--- src/rtl/inst_enc_pkg.sv ---
// ----------------------------------------------------------------------------
// inst_enc_pkg
//   Shared definitions for the RV32I instruction encoder / program writer.
//   - fmt_e   : instruction format selector carried on in_fmt (6 and 7 are
//               not members and are treated as illegal by the packer)
//   - NOP     : encoding substituted for any illegal request (addi x0,x0,0)
//   - state_e : load-sequencer FSM states
// ----------------------------------------------------------------------------
package inst_enc_pkg;

    typedef enum logic [2:0] {
        FMT_R = 3'd0,
        FMT_I = 3'd1,
        FMT_S = 3'd2,
        FMT_B = 3'd3,
        FMT_U = 3'd4,
        FMT_J = 3'd5
    } fmt_e;

    localparam logic [31:0] NOP = 32'h0000_0013;

    typedef enum logic [1:0] {
        ST_IDLE  = 2'd0,
        ST_LOAD  = 2'd1,
        ST_DRAIN = 2'd2,
        ST_DONE  = 2'd3
    } state_e;

endpackage

--- src/rtl/inst_pack.sv ---
// ----------------------------------------------------------------------------
// inst_pack
//   Purely combinational RV32I field packer. Scatters the immediate into the
//   bit positions of the selected format and flags whether the request is
//   representable in that format.
//   Ports:
//     fmt            in   format selector (fmt_e encoding; 6/7 illegal)
//     opcode         in   7-bit opcode
//     rd, rs1, rs2   in   register fields
//     funct3, funct7 in   function fields
//     imm            in   full 32-bit immediate (byte value)
//     word           out  packed instruction (NOP when the format is illegal)
//     legal          out  1 when the immediate fits and the format is valid
// ----------------------------------------------------------------------------
module inst_pack
    import inst_enc_pkg::*;
(
    input  logic [2:0]  fmt,
    input  logic [6:0]  opcode,
    input  logic [4:0]  rd,
    input  logic [4:0]  rs1,
    input  logic [4:0]  rs2,
    input  logic [2:0]  funct3,
    input  logic [6:0]  funct7,
    input  logic [31:0] imm,
    output logic [31:0] word,
    output logic        legal
);

    // Sign-extension checks: the upper immediate bits must all be copies of
    // the highest bit that the format can actually carry.
    logic ext_11;
    logic ext_12;
    logic ext_20;

    assign ext_11 = (imm[31:11] == '0) || (imm[31:11] == '1);
    assign ext_12 = (imm[31:12] == '0) || (imm[31:12] == '1);
    assign ext_20 = (imm[31:20] == '0) || (imm[31:20] == '1);

    always_comb begin
        word  = NOP;
        legal = 1'b0;
        case (fmt)
            FMT_R: begin
                word  = {funct7, rs2, rs1, funct3, rd, opcode};
                legal = 1'b1;
            end
            FMT_I: begin
                word  = {imm[11:0], rs1, funct3, rd, opcode};
                legal = ext_11;
            end
            FMT_S: begin
                word  = {imm[11:5], rs2, rs1, funct3, imm[4:0], opcode};
                legal = ext_11;
            end
            FMT_B: begin
                // Branch offsets are halfword aligned; bit 0 is implicit.
                word  = {imm[12], imm[10:5], rs2, rs1, funct3,
                         imm[4:1], imm[11], opcode};
                legal = ext_12 && !imm[0];
            end
            FMT_U: begin
                word  = {imm[31:12], rd, opcode};
                legal = (imm[11:0] == '0);
            end
            FMT_J: begin
                word  = {imm[20], imm[10:1], imm[11], imm[19:12], rd, opcode};
                legal = ext_20 && !imm[0];
            end
            default: begin
                word  = NOP;
                legal = 1'b0;
            end
        endcase
    end

endmodule

--- src/rtl/inst_encoder.sv ---
// ----------------------------------------------------------------------------
// inst_encoder
//   Accepts field-level RV32I instruction requests, encodes them and writes
//   the words to consecutive IMEM word addresses starting at BASE_ADDR.
//
//   Handshakes: both the request port (in_valid/in_ready) and the memory
//   write port (mem_valid/mem_ready) transfer exactly on a cycle where valid
//   and ready are both high at the rising clock edge. Once raised, mem_valid
//   and its mem_addr/mem_data stay unchanged until that transfer happens.
//   in_ready does not depend on in_valid.
//
//   Ports:
//     clk, rst          clock, asynchronous active-high reset
//     start             begin a program load (only honoured while idle)
//     in_*              request stream (format, fields, immediate, last flag)
//     mem_valid/ready   write port handshake; mem_addr/mem_data payload
//     busy              loading or draining
//     done              one-cycle pulse when the final word has been written
//     err, err_addr     sticky illegal-request flag and first offending address
//     ovf               sticky: address counter wrapped past its maximum
//     count             words written since start (saturating)
//     dbg_state         current FSM state (state_e encoding)
// ----------------------------------------------------------------------------
module inst_encoder
    import inst_enc_pkg::*;
#(
    parameter int ADDR_W    = 10,
    parameter int BASE_ADDR = 0
)(
    input  logic              clk,
    input  logic              rst,
    input  logic              start,
    input  logic              in_valid,
    output logic              in_ready,
    input  logic [2:0]        in_fmt,
    input  logic [6:0]        in_opcode,
    input  logic [4:0]        in_rd,
    input  logic [4:0]        in_rs1,
    input  logic [4:0]        in_rs2,
    input  logic [2:0]        in_funct3,
    input  logic [6:0]        in_funct7,
    input  logic [31:0]       in_imm,
    input  logic              in_last,
    output logic              mem_valid,
    input  logic              mem_ready,
    output logic [ADDR_W-1:0] mem_addr,
    output logic [31:0]       mem_data,
    output logic              busy,
    output logic              done,
    output logic              err,
    output logic [ADDR_W-1:0] err_addr,
    output logic              ovf,
    output logic [ADDR_W:0]   count,
    output logic [1:0]        dbg_state
);

    localparam logic [ADDR_W-1:0] BASE     = ADDR_W'(BASE_ADDR);
    localparam logic [ADDR_W-1:0] ADDR_ONE = ADDR_W'(1);
    localparam logic [ADDR_W-1:0] ADDR_MAX = '1;
    localparam logic [ADDR_W:0]   CNT_ONE  = (ADDR_W+1)'(1);
    localparam logic [ADDR_W:0]   CNT_MAX  = '1;

    state_e            state;
    state_e            state_nxt;
    logic [ADDR_W-1:0] addr;
    logic [ADDR_W-1:0] addr_inc;
    logic [ADDR_W-1:0] word_addr;
    logic [ADDR_W:0]   count_r;
    logic              err_r;
    logic [ADDR_W-1:0] err_addr_r;
    logic              ovf_r;
    logic              mem_valid_r;
    logic [31:0]       mem_data_r;
    logic [31:0]       packed_word;
    logic              packed_legal;
    logic              accept;
    logic              wr_done;
    logic              load_start;

    inst_pack u_pack (
        .fmt    (in_fmt),
        .opcode (in_opcode),
        .rd     (in_rd),
        .rs1    (in_rs1),
        .rs2    (in_rs2),
        .funct3 (in_funct3),
        .funct7 (in_funct7),
        .imm    (in_imm),
        .word   (packed_word),
        .legal  (packed_legal)
    );

    assign accept     = in_valid && in_ready;
    assign wr_done    = mem_valid_r && mem_ready;
    assign load_start = (state == ST_IDLE) && start;
    assign addr_inc   = addr + ADDR_ONE;

    // Only one word is ever in flight, so 'addr' is always the address of
    // the pending word. A word accepted in the same cycle the pending one
    // retires lands on the following address.
    assign word_addr  = wr_done ? addr_inc : addr;

    // ------------------------------------------------------------------------
    // FSM: next state and state-decoded outputs
    // ------------------------------------------------------------------------
    always_comb begin
        state_nxt = state;
        in_ready  = 1'b0;
        busy      = 1'b0;
        done      = 1'b0;
        case (state)
            ST_IDLE: begin
                if (start) state_nxt = ST_LOAD;
            end
            ST_LOAD: begin
                busy     = 1'b1;
                in_ready = !mem_valid_r || mem_ready;
                if (in_valid && in_ready && in_last) state_nxt = ST_DRAIN;
            end
            ST_DRAIN: begin
                busy = 1'b1;
                if (!mem_valid_r) state_nxt = ST_DONE;
            end
            ST_DONE: begin
                done      = 1'b1;
                state_nxt = ST_IDLE;
            end
            default: state_nxt = ST_IDLE;
        endcase
    end

    always_ff @(posedge clk or posedge rst) begin
        if (rst) state <= ST_IDLE;
        else     state <= state_nxt;
    end

    // ------------------------------------------------------------------------
    // Output register: loads on accept, empties when the write retires.
    // ------------------------------------------------------------------------
    always_ff @(posedge clk or posedge rst) begin
        if (rst) begin
            mem_valid_r <= 1'b0;
            mem_data_r  <= '0;
        end else if (accept) begin
            mem_valid_r <= 1'b1;
            mem_data_r  <= packed_legal ? packed_word : NOP;
        end else if (wr_done) begin
            mem_valid_r <= 1'b0;
        end
    end

    // ------------------------------------------------------------------------
    // Address, count and overflow. Cleared on a honoured start; mem_valid is
    // always low in IDLE, so no write can retire in the same cycle.
    // ------------------------------------------------------------------------
    always_ff @(posedge clk or posedge rst) begin
        if (rst) begin
            addr    <= BASE;
            count_r <= '0;
            ovf_r   <= 1'b0;
        end else if (load_start) begin
            addr    <= BASE;
            count_r <= '0;
            ovf_r   <= 1'b0;
        end else if (wr_done) begin
            addr <= addr_inc;
            if (count_r != CNT_MAX) count_r <= count_r + CNT_ONE;
            if (addr == ADDR_MAX)   ovf_r   <= 1'b1;
        end
    end

    // ------------------------------------------------------------------------
    // Sticky error flag; err_addr keeps the first offending address only.
    // ------------------------------------------------------------------------
    always_ff @(posedge clk or posedge rst) begin
        if (rst) begin
            err_r      <= 1'b0;
            err_addr_r <= '0;
        end else if (load_start) begin
            err_r      <= 1'b0;
            err_addr_r <= '0;
        end else if (accept && !packed_legal && !err_r) begin
            err_r      <= 1'b1;
            err_addr_r <= word_addr;
        end
    end

    assign mem_valid = mem_valid_r;
    assign mem_addr  = addr;
    assign mem_data  = mem_data_r;
    assign err       = err_r;
    assign err_addr  = err_addr_r;
    assign ovf       = ovf_r;
    assign count     = count_r;
    assign dbg_state = state;

endmodule

--- config.mk ---
export PLATFORM = sky130hd
export DESIGN_NAME = inst_encoder
export DESIGN_NICKNAME = d
export VERILOG_FILES = /design/src/rtl/inst_enc_pkg.sv /design/src/rtl/inst_pack.sv /design/src/rtl/inst_encoder.sv
export SDC_FILE = /design/constraint.sdc
export NUM_CORES = 1
export LEC_CHECK = 0
export ABC_AREA = 1
export BUFFER_PORTS_ARGS = -buffer_cell sky130_fd_sc_hd__buf_2
export CORE_MARGIN = 4
export CORE_UTILIZATION = 54
export DETAILED_ROUTE_END_ITERATION = 8
export MAX_ROUTING_LAYER = met4
export PLACE_DENSITY = 0.95
export SETUP_SLACK_MARGIN = 0.3
export SLEW_MARGIN = 20
export SYNTH_ARGS = -nofsm -noshare
export SYNTH_HDL_FRONTEND = slang
export SYNTH_SLANG_ARGS = --single-unit
export TNS_END_PERCENT = 30
--- constraint.sdc ---
create_clock -name clk -period 4.57 [get_ports clk]
set_input_delay 0.2285 -clock clk [delete_from_list [all_inputs] [get_ports clk]]
set_output_delay 0.2285 -clock clk [all_outputs]
set_load 0.005 [all_outputs]
==> out/metrics.cfg <==
[run_status]
status = finished clean

[die]
start_util_pct = 56.10
die-area_mm2 = 0.008552
coreArea_mm2 = 0.006869
num_io_pins = 144
rows = 30
die_y_um = 92.48
dieWidth_um = 92.48

[pwr]
p_leak_nw = 2.714
power_density_mw_per_mm2 = 427.9
peakVddDrop_mv = 0.2320

[sta]
tns_ns = 0
final.min_clock_period_ns = 2.701
hold_viol_final = 0
setup_viol = 0
period_share_pct = 59.10
fin_skew_ns = 0.01443
worstMarginPinSlew_ns = 1.004
slew_violations = 0
clock.fmax_mhz = 370.2
hold_slack_ns = 0.1281
relSlewSlack_pct = 32.91
rsz0062_at_grt = no
fin_ws_ns = 1.869

[yosys]
synth_area_mm2 = 0.003854
syn_area_per_cell_um2 = 7.425
synth-seq-area-share_pct = 44.16
synth.top_cells.by_count = 167 x nand2_1, 68 x dfrtp_1, 63 x nor2_1
synth_flop_cell = dfrtp_1
yosys.area.top_type = dfrtp_1
synth.most_common_cell = nand2_1
synth_area_leaders = dfrtp_1 44%, nand2_1 16%, nand3_1 8.1%
synth_nets = 599
yosysWarningCount = 0
synthDistinctLibCells = 35
syn_inst = 519
synth-edff-count = 0
synth-seq-cells = 68
synth_top_area_share_pct = 44.16
synth-async-reset-ratio_pct = 100.0

[drt]
totalWireLength_um = 11260
routed_via_density = 5.349
drc = 0
drtIter0Drc = 235
vias = 4060
ant_nets = 0
drtPass1Iterations = 5
wl_per_cell_um = 14.83

[worst_setup_path]
end_kind = flop
cp_max_fo = 19
cp.arrival_ns = 2.98
path_class = flop to flop
cp_num_buf_inv = 2
critPathMaxStageDelay_ns = 0.64
cpLargestDelayFamily = simple AND/OR/NAND/NOR gates
worst_ep_required_time_ns = 4.84
crit_path_frequent_cell = nand2_1
slowest_stage = nor2_2
crit_chain = inv_1 > ha_1 > inv_1 > nor2_2 > nand4_1 > nand2_1 > nand2_1 > nand2_1
critPathLaunchType = flop

[clocking]
ctsHtreeMaxLevel = 3
cts_tree = built
cts_buffer_depth = 2
clkTransAtPathRegs_ns = 0.08
clock_sinks = 68
cts_setup_buffers = 0
cts_buffers = 9
root_buffer = clkbuf_8
cts_resized = 0
clock_latency_ns = 0.34
ctsHoldBuffers = 0

[place]
hpwl_um = 8574
pre_cts_slack_ns = 1.954
port_buffers = 143
dp_cells = 743
globalplace.congestion = 0.9575

[cells_and_area]
fillers = 578
stdcell_count = 759
drive_above_1_share_pct = 28.51
final_nets = 738
antenna_cells = 0
syn_to_final_growth_pct = 25.10

[global_routing]
grt-ovfl-total = 0
use_met3_pct = 4.793
use_met2_pct = 44.65
grt_use_total_pct = 27.37
grt_pass1_wl_um = 18330
grt_pass1_vias = 3958
gr-usage-met1_pct = 34.76
antenna_found_initial = 0
grt.busiest_layer = met2
grt_max_degree = 69

[flow_run]
maxCapViolCount = 0

[worst_hold_path]
min_path_type = input pin to asynchronous set/reset pin

-- cells in the final DEF (no fill, tap or decap), drive strengths merged --
master    instances
nor3              6
inv              44
o22ai             1
xor2             10
a2bb2oi           4
ha                7
o211ai            4
bufinv            1
a221oi            2
o2111ai           1
nand2           169
nand4            10
clkinv            3
nand3            63
a22oi             1
dfrtp            68
a21oi            11
buf             145
a31oi             1
o21ai            24
mux2              8
nor3b             1
nor4              2
clkbuf           10
nor2             65
clkinvlp          2
-- registers in the layout (all words and copies together) (netlist names) --
register,flops
mem_valid,1
mem_addr,10
count,11
ovf,1
dbg_state,2
err,1
err_addr,10
mem_data,32
-- path summary, 6_finish.rpt --
check | from | end | slack, ns | depth (start not counted)
min reg2reg | mem_data[31] | mem_data[31] | 0.48 | 2
min in group clk | in_opcode[5] | mem_data[5] | 0.13 | 3
max in group asynchronous | rst | mem_data[14] | 3.89 | 3
max | dbg_state[1] | err_addr[5] | 1.87 | 8
max reg2reg | dbg_state[1] | err_addr[5] | 1.87 | 8
min | rst | count[3] | 0.13 | 3
-- metrics by stage --
stage | utilization (%) | instance area (um^2) | total power, mW
after floorplan | - | 3854 | 1.267
after global placement | 67.40 | 4629 | 1.536
after detailed placement | 67.40 | 4629 | 1.575
after CTS | 70.18 | 4821 | 2.070
after global routing | 70.18 | 4821 | 2.198
final | 70.18 | 4821 | 2.063
-- worst register-to-register path, cell delays in order, from the launching register on --
cell and delay, ns:
dfrtp_1 0.42, inv_1 0.14, ha_1 0.17, inv_1 0.07
nor2_2 0.64, nand4_1 0.55, nand2_1 0.45, nand2_1 0.11
nand2_1 0.10
-- kinds of logic (layout without fill, tap and decap cells) --
group / after synthesis / in the layout / synth area share [%]
buffers and inverters: 61 / 205 / 6.299
xor gates and xnor gates: 10 / 10 / 2.273
adders and majority gates: 7 / 7 / 2.273
DFF: 68 / 68 / 44.16
and+or+nand+nor: 316 / 316 / 34.55
AOI/OAI and AO/OA: 49 / 49 / 8.117
muxes: 8 / 8 / 2.338
-- report_power, final --
part	switching (mW)	total (mW)	leakage (nW)	internal, mW
logic	0.438	0.717	1.70	0.280
registers	0.117	0.854	0.917	0.738
clock network	0.238	0.491	0.0927	0.252
-- area by class of cell --
| cell class | count | area (um^2) | area share (%) |
|---|---|---|---|
| Clock buffer | 10 | 127.6 | 2.647 |
| Clock inverter | 6 | 63.81 | 1.324 |
| Inverter | 44 | 165.2 | 3.426 |
| Multi-Input combinational cell | 390 | 1912 | 39.66 |
| Sequential cell | 68 | 1702 | 35.30 |
| Tap cell | 96 | 120.1 | 2.492 |
| Timing Repair Buffer | 145 | 730.7 | 15.16 |
-- per-layer routing --
layer | share of wire (%) | vias to the layer above
li1 | - | 1967
met5 | 0 | -
met3 | 7.6 | 27
met4 | 2.1 | 0
met1 | 41 | 1873
met2 | 49 | 193
Note: power is estimated with default switching activity, not from simulation.
